`src/rtl/rom_scan_controller.sv`:
```
// rom_scan_controller
// Raster-scan sequencer for the 256x256 image ROM. Walks (col,row) across the
// frame, issues ROM addresses under a credit limit, realigns the returned
// data with its coordinate tag through a latency-matched pipe, and buffers
// pixels in a show-ahead FIFO that feeds a valid/ready stream.
module rom_scan_controller #(
  parameter int WIDTH       = 256,
  parameter int HEIGHT      = 256,
  parameter int ROM_LATENCY = 1,
  parameter int FIFO_DEPTH  = 4
) (
  input  logic       clock,
  input  logic       reset_n,
  input  logic       iStart,
  output logic       oBusy,
  output logic       oDone,
  output logic [7:0] oRomCol,
  output logic [7:0] oRomRow,
  input  logic [7:0] iRomData,
  output logic       oValid,
  input  logic       iReady,
  output logic [7:0] oPixel,
  output logic [7:0] oPixelCol,
  output logic [7:0] oPixelRow,
  output logic       oFirst,
  output logic       oLast
);

  localparam int PTR_W  = (FIFO_DEPTH > 1) ? $clog2(FIFO_DEPTH) : 1;
  localparam int CNT_W  = $clog2(FIFO_DEPTH + 1);
  localparam int CRED_W = CNT_W + 1;

  localparam logic [7:0]        LAST_COL      = 8'(WIDTH - 1);
  localparam logic [7:0]        LAST_ROW      = 8'(HEIGHT - 1);
  localparam logic [CRED_W-1:0] DEPTH_CREDITS = CRED_W'(FIFO_DEPTH);
  localparam logic [PTR_W-1:0]  LAST_PTR      = PTR_W'(FIFO_DEPTH - 1);

  typedef enum logic [1:0] {
    S_IDLE  = 2'd0,
    S_SCAN  = 2'd1,
    S_DRAIN = 2'd2
  } state_t;

  // Coordinate tag that travels alongside a ROM read.
  typedef struct packed {
    logic [7:0] col;
    logic [7:0] row;
    logic       first;
    logic       last;
  } tag_t;

  // One buffered output pixel.
  typedef struct packed {
    tag_t       tag;
    logic [7:0] pixel;
  } entry_t;

  state_t state;
  state_t state_next;

  // Address generator.
  logic [7:0] col;
  logic [7:0] row;
  logic       at_last_col;
  logic       at_last_addr;
  logic       is_first_addr;
  logic       issue;

  // Credit accounting: reads in flight plus buffered pixels never exceed depth.
  logic [CNT_W-1:0]  inflight;
  logic [CRED_W-1:0] credits_used;

  // Latency-matched tag pipe.
  logic [ROM_LATENCY-1:0] pipe_valid;
  tag_t                   pipe_tag [ROM_LATENCY];

  // Output FIFO.
  entry_t           fifo_mem [FIFO_DEPTH];
  entry_t           head;
  logic [PTR_W-1:0] wr_ptr;
  logic [PTR_W-1:0] rd_ptr;
  logic [CNT_W-1:0] fifo_count;
  logic             push;
  logic             pop;
  logic             not_empty;
  logic             last_pop;

  logic done_q;

  function automatic logic [PTR_W-1:0] ptr_inc(input logic [PTR_W-1:0] p);
    return (p == LAST_PTR) ? '0 : p + PTR_W'(1);
  endfunction

  // Issue, handshake and address-position decode.
  // NOTE: every signal written in an always_comb gets a value on every path
  // (here, unconditionally) so no latch is inferred.
  always_comb begin
    at_last_col   = (col == LAST_COL);
    at_last_addr  = at_last_col && (row == LAST_ROW);
    is_first_addr = (col == 8'd0) && (row == 8'd0);
    credits_used  = {1'b0, inflight} + {1'b0, fifo_count};
    issue         = (state == S_SCAN) && (credits_used < DEPTH_CREDITS);
    push          = pipe_valid[ROM_LATENCY-1];
    not_empty     = (fifo_count != '0);
    head          = fifo_mem[rd_ptr];
    pop           = not_empty && iReady;
    last_pop      = pop && head.tag.last;
  end

  // FSM state register.
  // NOTE: sequential state uses non-blocking assignments so every register
  // samples pre-edge values regardless of block ordering.
  always_ff @(posedge clock) begin
    if (!reset_n) state <= S_IDLE;
    else          state <= state_next;
  end

  // FSM next-state logic; iStart only matters in IDLE.
  always_comb begin
    state_next = state;
    unique case (state)
      S_IDLE:  if (iStart)                state_next = S_SCAN;
      S_SCAN:  if (issue && at_last_addr) state_next = S_DRAIN;
      S_DRAIN: if (last_pop)              state_next = S_IDLE;
      default:                            state_next = S_IDLE;
    endcase
  end

  // FSM outputs.
  always_comb begin
    oBusy = (state != S_IDLE);
    oDone = done_q;
  end

  // Done pulse: one cycle after the handshake of the frame's last pixel.
  always_ff @(posedge clock) begin
    if (!reset_n) done_q <= 1'b0;
    else          done_q <= (state == S_DRAIN) && last_pop;
  end

  // Raster address walk; returns to (0,0) once the final address is issued.
  always_ff @(posedge clock) begin
    if (!reset_n) begin
      col <= 8'd0;
      row <= 8'd0;
    end else if (issue) begin
      if (at_last_addr) begin
        col <= 8'd0;
        row <= 8'd0;
      end else if (at_last_col) begin
        col <= 8'd0;
        row <= row + 8'd1;
      end else begin
        col <= col + 8'd1;
      end
    end
  end

  // Tag pipe: delays the issue strobe and its coordinates by ROM_LATENCY.
  always_ff @(posedge clock) begin
    if (!reset_n) begin
      pipe_valid <= '0;
      for (int k = 0; k < ROM_LATENCY; k++) pipe_tag[k] <= '0;
    end else begin
      pipe_valid[0] <= issue;
      pipe_tag[0]   <= '{col: col, row: row, first: is_first_addr, last: at_last_addr};
      for (int k = 1; k < ROM_LATENCY; k++) begin
        pipe_valid[k] <= pipe_valid[k-1];
        pipe_tag[k]   <= pipe_tag[k-1];
      end
    end
  end

  // Reads in flight: up on issue, down when the data lands in the FIFO.
  always_ff @(posedge clock) begin
    if (!reset_n) begin
      inflight <= '0;
    end else begin
      unique case ({issue, push})
        2'b10:   inflight <= inflight + CNT_W'(1);
        2'b01:   inflight <= inflight - CNT_W'(1);
        default: inflight <= inflight;
      endcase
    end
  end

  // FIFO pointers and occupancy; push and pop together leave count unchanged.
  always_ff @(posedge clock) begin
    if (!reset_n) begin
      wr_ptr     <= '0;
      rd_ptr     <= '0;
      fifo_count <= '0;
    end else begin
      if (push) wr_ptr <= ptr_inc(wr_ptr);
      if (pop)  rd_ptr <= ptr_inc(rd_ptr);
      unique case ({push, pop})
        2'b10:   fifo_count <= fifo_count + CNT_W'(1);
        2'b01:   fifo_count <= fifo_count - CNT_W'(1);
        default: fifo_count <= fifo_count;
      endcase
    end
  end

  // FIFO storage, written with the ROM data and its realigned tag.
  // NOTE: the storage array is deliberately not reset; the cleared count
  // marks it empty and the outputs are gated while empty.
  always_ff @(posedge clock) begin
    if (push) fifo_mem[wr_ptr] <= '{tag: pipe_tag[ROM_LATENCY-1], pixel: iRomData};
  end

  // Stream outputs from the FIFO head; zero while nothing is buffered.
  always_comb begin
    oValid    = not_empty;
    oPixel    = not_empty ? head.pixel     : 8'd0;
    oPixelCol = not_empty ? head.tag.col   : 8'd0;
    oPixelRow = not_empty ? head.tag.row   : 8'd0;
    oFirst    = not_empty && head.tag.first;
    oLast     = not_empty && head.tag.last;
    oRomCol   = col;
    oRomRow   = row;
  end

endmodule
```
`config.mk`:
```
export PLATFORM = sky130hd
export DESIGN_NAME = rom_scan_controller
export DESIGN_NICKNAME = d
export VERILOG_FILES = /design/src/rtl/rom_scan_controller.sv
export SDC_FILE = /design/constraint.sdc
export NUM_CORES = 1
export LEC_CHECK = 0
export BUFFER_PORTS_ARGS = -buffer_cell sky130_fd_sc_hd__buf_4
export CAP_MARGIN = 20
export CORE_UTILIZATION = 58
export CTS_CLUSTER_DIAMETER = 50
export CTS_CLUSTER_SIZE = 30
export DETAILED_ROUTE_END_ITERATION = 12
export GPL_ROUTABILITY_DRIVEN = 0
export PLACE_DENSITY = 0.75
export RECOVER_POWER = 25
export SYNTH_ARGS = -nofsm -noshare
export SYNTH_HDL_FRONTEND = slang
export SYNTH_SLANG_ARGS = --single-unit
```
`constraint.sdc`:
```
create_clock -name clock -period 3.6 [get_ports clock]
set_clock_uncertainty 0.1 [all_clocks]
set_input_delay 0 -clock clock [delete_from_list [all_inputs] [get_ports clock]]
set_output_delay 0 -clock clock [all_outputs]
set_load 0.005 [all_outputs]
```
# Word level (Yosys, flattened, before mapping)
# Memories as Yosys holds them, arrays and structs flattened. A register that Yosys moved wholly into a read port is not among the register bits.
# Cells that the tools add are included.
[classes] n_div=0 bitwise=0 add_sub_neg=9 n_eq_ne=13 n_reduce_logical=20 magnitude_cmp=1 n_mux=23 mul=0 shift=0
[op_table] op="two-way mux 8 bit" n=7
[op_table] op="two-way mux 18 bit" n=1
[op_table] op="OR reduction 18 bit" n=1
[op_table] op="adder 8 x 1 -> 8 bit, second input constant" n=2
[op_table] op="== test 8 bit, second input constant" n=2
[op_table] op="zero test 8 bit" n=2
[op_table] op="two-way mux 2 bit" n=7
[op_table] op="one-hot mux 3 bit (2 select lines)" n=2
[op_table] op="== test 2 bit, second input constant" n=5
[op_table] op="logical AND 1 bit" n=9
[op_table] op="nonzero test 2 bit" n=4
[op_table] op="adder 3 x 1 -> 3 bit, second input constant" n=2
[op_table] op="== test 2 x 1 -> 1 bit, second input constant" n=3
[op_table] op="one-hot mux 2 bit (3 select lines)" n=1
[op_table] op="subtractor 3 x 1 -> 3 bit, second input constant" n=2
[op_table] op="two-way mux 1 bit" n=5
[op_table] op="adder 2 x 1 -> 2 bit, second input constant" n=2
[op_table] op="adder 3 x 3 -> 4 bit" n=1
[op_table] op="< comparator 4 x 3 -> 1 bit, second input constant" n=1
[op_table] op="!= test 2 bit, second input constant" n=2
[op_table] op="AND reduction 3 bit" n=1
[op_table] op="nonzero test 3 bit" n=1
[op_table] op="zero test 2 bit" n=1
[op_table] op="!= test 2 x 1 -> 1 bit, second input constant" n=1
[op_table] op="AND reduction 2 bit" n=1
[totals] rom_bits=0 ramBits=122 latch_bits=0 n_memories=2 output_inout_bits=45 regBits=30
[memory_table] name="fifo_mem" words=4 width=26 read_ports=1 rd_ports_with_merged_regs=1 wr=1 line="78" source="entry_t fifo_mem [FIFO_DEPTH];"
[memory_table] name="pipe_tag" words=1 width=18 read_ports=1 rd_ports_with_merged_regs=0 wr=1 line="75" source="tag_t pipe_tag [ROM_LATENCY];"

# Logic depth before layout (Yosys ltp)
[logic_depth] ltp_word=6 mapped_depth=12 depth_no_buf=10

# Worst setup path after synthesis
# No wires, ideal clock.
[synth_timing] path_type="register to register" startpoint="register inflight[2]" endpoint="register inflight[2]" arrival_ns=2.754 path_stages_with_launch=13 period_less_slack_ns=2.925 path_buffers=2 required_time_ns=3.430 slack_ns=0.675 path_cell_list="dfxtp_1 -> ha_1 -> or4b_4 -> nor3_4 -> inv_2 -> buf_6 -> clkbuf_1 -> ha_1 -> inv_1 -> fa_1 -> xor2_1 -> or3_1 -> a21oi_1"
[synth_between] elab_chain_cells=5 word_cells_on_any_way=9 classes_between="add/sub (3); order compare (1); eq/ne (2); mux (1); reduce/logical (2)"
[synth_rtl] item="start, declared" line="70" source="logic [CNT_W-1:0] inflight;"
[synth_rtl] item="start signal, assigned" line="180" source="2'b10: inflight <= inflight + CNT_W'(1);"
[synth_rtl] item="start signal, assigned" line="181" source="2'b01: inflight <= inflight - CNT_W'(1);"
[synth_rtl] item="start signal, assigned" line="182" source="default: inflight <= inflight;"
[synth_rtl] item="adder 3 x 3 -> 4 bit" line="101" source="credits_used = {1'b0, inflight} + {1'b0, fifo_count};"
[synth_rtl] item="< comparator 4 x 3 -> 1 bit" line="102" source="issue = (state == S_SCAN) && (credits_used < DEPTH_CREDITS);"
[synth_rtl] item="logical AND 1 bit" line="102"
[synth_rtl] item="== test 2 x 1 -> 1 bit or == test 2 bit (tied branches)" line="179" source="unique case ({issue, push})"
[synth_rtl] item="one-hot mux 3 bit (2 select lines) or nonzero test 2 bit (tied branches)"
# Several ways; a longest one is shown, not always the timed one.
# A chain may end at the register's enable or synchronous reset.

# Final worst setup path
[layout_timing] startpoint="register inflight[2]" endpoint="register state[0]"
[layout_between] elab_chain_cells=6
[layout_rtl] item="adder 3 x 3 -> 4 bit" line="101"
[layout_rtl] item="< comparator 4 x 3 -> 1 bit" line="102"
[layout_rtl] item="logical AND 1 bit" line="102"
[layout_rtl] item="logical AND 1 bit" line="123" source="S_SCAN: if (issue && at_last_addr) state_next = S_DRAIN;"
[layout_rtl] item="!= test 2 x 1 -> 1 bit (no source line)"
[layout_rtl] item="AND reduction 3 bit (no source line)"
[layout_rtl] item="end signal, assigned" line="115" source="else state <= state_next;"
[layout_rtl] item="end, declared" line="58" source="state_t state;"
# Every way passes these cells.

==> impl_metrics.tcl <==
set metrics [dict create \
    status "complete, no violations" \
    die_y_um 104 \
    fill_cells 623 \
    drt_iter0_markers 271 \
    crit_path_end_kind "flop" \
    worstHoldStart "iRomData[4]" \
    max_freq_mhz 346 \
    hpwl_um 6580 \
    synthTopCellsByArea "edfxtp_1, dfxtp_1, mux4_2" \
    grt_remaining_overflow 0 \
    period_share_pct 80.4 \
    grt_antenna_before_repair 0 \
    synthDominantAreaCellType "edfxtp_1" \
    io_buffers 56 \
    power_switching_w 0.00111 \
    wl_per_cell_um 18.0 \
    p_sw_share_pct 23.6 \
    postRouteWirelength_um 11200 \
    r2r_cells 8 \
    maxSlewHeadroom_pct 35.4 \
    internal_power_w 0.00360 \
    ys_ff_latch 154 \
    grt_max_degree 31 \
    netlist_instances 398 \
    diodes 0 \
    clk_pin_slew_ps 60 \
    post_cts_resized 0 \
    grt_pass1_wl_um 18100 \
    critPathKind "reg2reg" \
    fin_area_um2 7340 \
    num_io_pins 57 \
    place_area_um2 6630 \
    die_x_um 104 \
    nets 504 \
    netlist_area_um2 6050 \
    yosysWarnings 0 \
    avgSynthCellArea_um2 15.2 \
    coreArea_um2 9950 \
    rsz0062_at_grt "false" \
    startpoint_type "flop" \
    cts_sinks 154 \
    seq_area_frac_synth_pct 68.1 \
    h-tree-depth 4 \
    drt-pass1-iter-count 5 \
    setup_viol 0 \
    combinationalPowerShare_pct 18.1 \
    setup_tns_ps 0 \
    start_util_pct 60.8 \
    tightest_slew_ps 968 \
    drc 0 \
    area_growth_syn_to_layout_pct 21.3 \
    holdPathStages 2 \
    ff2ff_setup_slack_ps 710 \
    arrival_ps 3200 \
    cp.required_ps 3900 \
    rows 36 \
    final-hold-violation-count 0 \
    vias 3531 \
    cap_violations 0 \
    p_leak_nw 2.63 \
    slew_violations 0 \
    cts_tree "done" \
    ir_drop_mv 0.383 \
    yosys.cell_types.count 41 \
    holdBufCountCts 12 \
    postCtsSetupBuffers 0 \
    fin_crit_ps 2890 \
    clock_power_share_pct 38.5 \
    drive_gt1_share_pct 23.9 \
    grt_pass1_vias 3516 \
    cp_max_fo 21 \
    cellPowerDensity_nw_per_um2 641 \
    hold_end "fifo_mem[1][4]$_DFFE_PP_" \
    clockBufferDepth 2 \
    cts-root-buf "clkbuf_8" \
    clock_latency_ps 510 \
    grt_usage_pct 22.5 \
    p_seq_share_pct 43.5 \
    hold_class "in2reg" \
    dieArea_um2 10800 \
    final_antenna_net_count 0 \
    synth_top_area_share_pct 51.6 \
    syn-num-nets 425 \
    cts_made_buffers 17 \
    avgViaCountPerCell 5.67 \
    hold_ws_ps 194 \
    rr_startpoint "inflight[2]$_SDFFE_PN0P_" \
    r2r-end "state[0]$_SDFFE_PN0P_" \
]
routing by layer:
metal / GRT usage (%) / routed length (um)
met1: 29.2 / 4660
met2: 36.3 / 5780
met3: 5.45 / 633
met4: 10.1 / 131
met5: 0 / 0
final cells by class:
cell class / count / area, um^2 / area share, %
inverters: 17 / 63.8 / 0.869
multi-input cells: 211 / 1800 / 24.5
flip-flops and latches: 154 / 4130 / 56.2
well taps: 133 / 166 / 2.27
clock buffers: 27 / 547 / 7.44
clock inverters: 5 / 75.1 / 1.02
repair buffers: 76 / 571 / 7.77
logic make-up after synthesis:
| kind of cell | after synthesis | synth area share [%] |
|---|---|---|
| simple gates | 126 | 11.8 |
| buf+inv | 33 | 2.19 |
| fa+ha+maj | 15 | 3.35 |
| xor+xnor | 7 | 1.01 |
| mux | 29 | 10.2 |
| compound gates | 34 | 3.37 |
| flops | 154 | 68.1 |
through the flow:
| stage | power (W) | utilization, % | cells | setup slack [ps] |
|---|---|---|---|---|
| after floorplan | 0.00256 | - | 398 | 675 |
| after global placement | 0.00291 | 66.6 | 579 | 838 |
| after detailed placement | 0.00294 | 66.6 | 579 | 761 |
| after CTS | 0.00476 | 74.1 | 623 | 734 |
| after global routing | 0.00492 | 73.8 | 623 | 545 |
| final | 0.00471 | 73.8 | 623 | 706 |
placed cells by master, fill, tap and decap left out, types with 7 or more instances in the layout:
cell,count
dfxtp_1,49
ha_1,13
inv_1,16
edfxtp_1,104
mux4_2,26
nand3_1,12
clkbuf_1,13
and2_1,42
nand2_1,10
o21ai_0,7
nor2_1,24
a21oi_1,16
dlygate4sd3_1,12
clkbuf_16,20
buf_4,56
cell usage after synthesis, drive strengths merged:
master,count
o211ai,1
nor3,6
xnor2,2
buf,6
o21ai,7
dfxtp,50
mux2,1
o32a,1
a32o,1
nand4,5
clkbuf,10
inv,17
o2111ai,1
nor4b,2
fa,2
or2,4
xor2,5
ha,13
nor4,4
nor2,24
or3,5
mux2i,2
edfxtp,104
nand3,12
a22o,1
mux4,26
nand2,10
or4b,1
a21oi,16
nand2b,2
or4,5
and2,42
a31oi,1
and3,3
o31ai,5
nor3b,1
critical path, cell delays in order (launching register included):
cell,delay [ps]
dfxtp_1,320
ha_1,310
or4b_4,510
nor3_4,160
buf_4,190
inv_2,150
o31ai_1,380
nor3_1,80
dlygate4sd3_1,560
power by group through the flow:
stage,registers (W),clock network [W],logic [W]
global route,0.00206,0.00193,0.000932
global placement,0.00208,0,0.000829
CTS,0.00205,0.00184,0.000871
finish,0.00205,0.00181,0.000851
detailed placement,0.00208,0,0.000851
floorplan,0.00202,0,0.000540
worst max-delay path by stage:
stage                        startpoint  slack (ps)  cells past startpoint                       end
2_1_floorplan  inflight[2]$_SDFFE_PN0P_         680                     12  inflight[2]$_SDFFE_PN0P_
3_3_place_gp   inflight[2]$_SDFFE_PN0P_         840                     11  inflight[2]$_SDFFE_PN0P_
3_5_place_dp   inflight[2]$_SDFFE_PN0P_         760                     11  inflight[2]$_SDFFE_PN0P_
4_1_cts        inflight[2]$_SDFFE_PN0P_         730                      8     state[0]$_SDFFE_PN0P_
5_1_grt        inflight[2]$_SDFFE_PN0P_         540                     11  inflight[2]$_SDFFE_PN0P_
6_report       inflight[2]$_SDFFE_PN0P_         710                      8     state[0]$_SDFFE_PN0P_
flip-flops by register name (all words and copies together) (netlist names), named ones only:
register    flops
pipe_valid      1
pipe_tag       18
state           2
oDone           1
fifo_mem      104
rd_ptr          2
inflight        3
fifo_count      3
oRomCol         8
wr_ptr          2
oRomRow         8
Note: power is estimated with default switching activity, not from simulation.
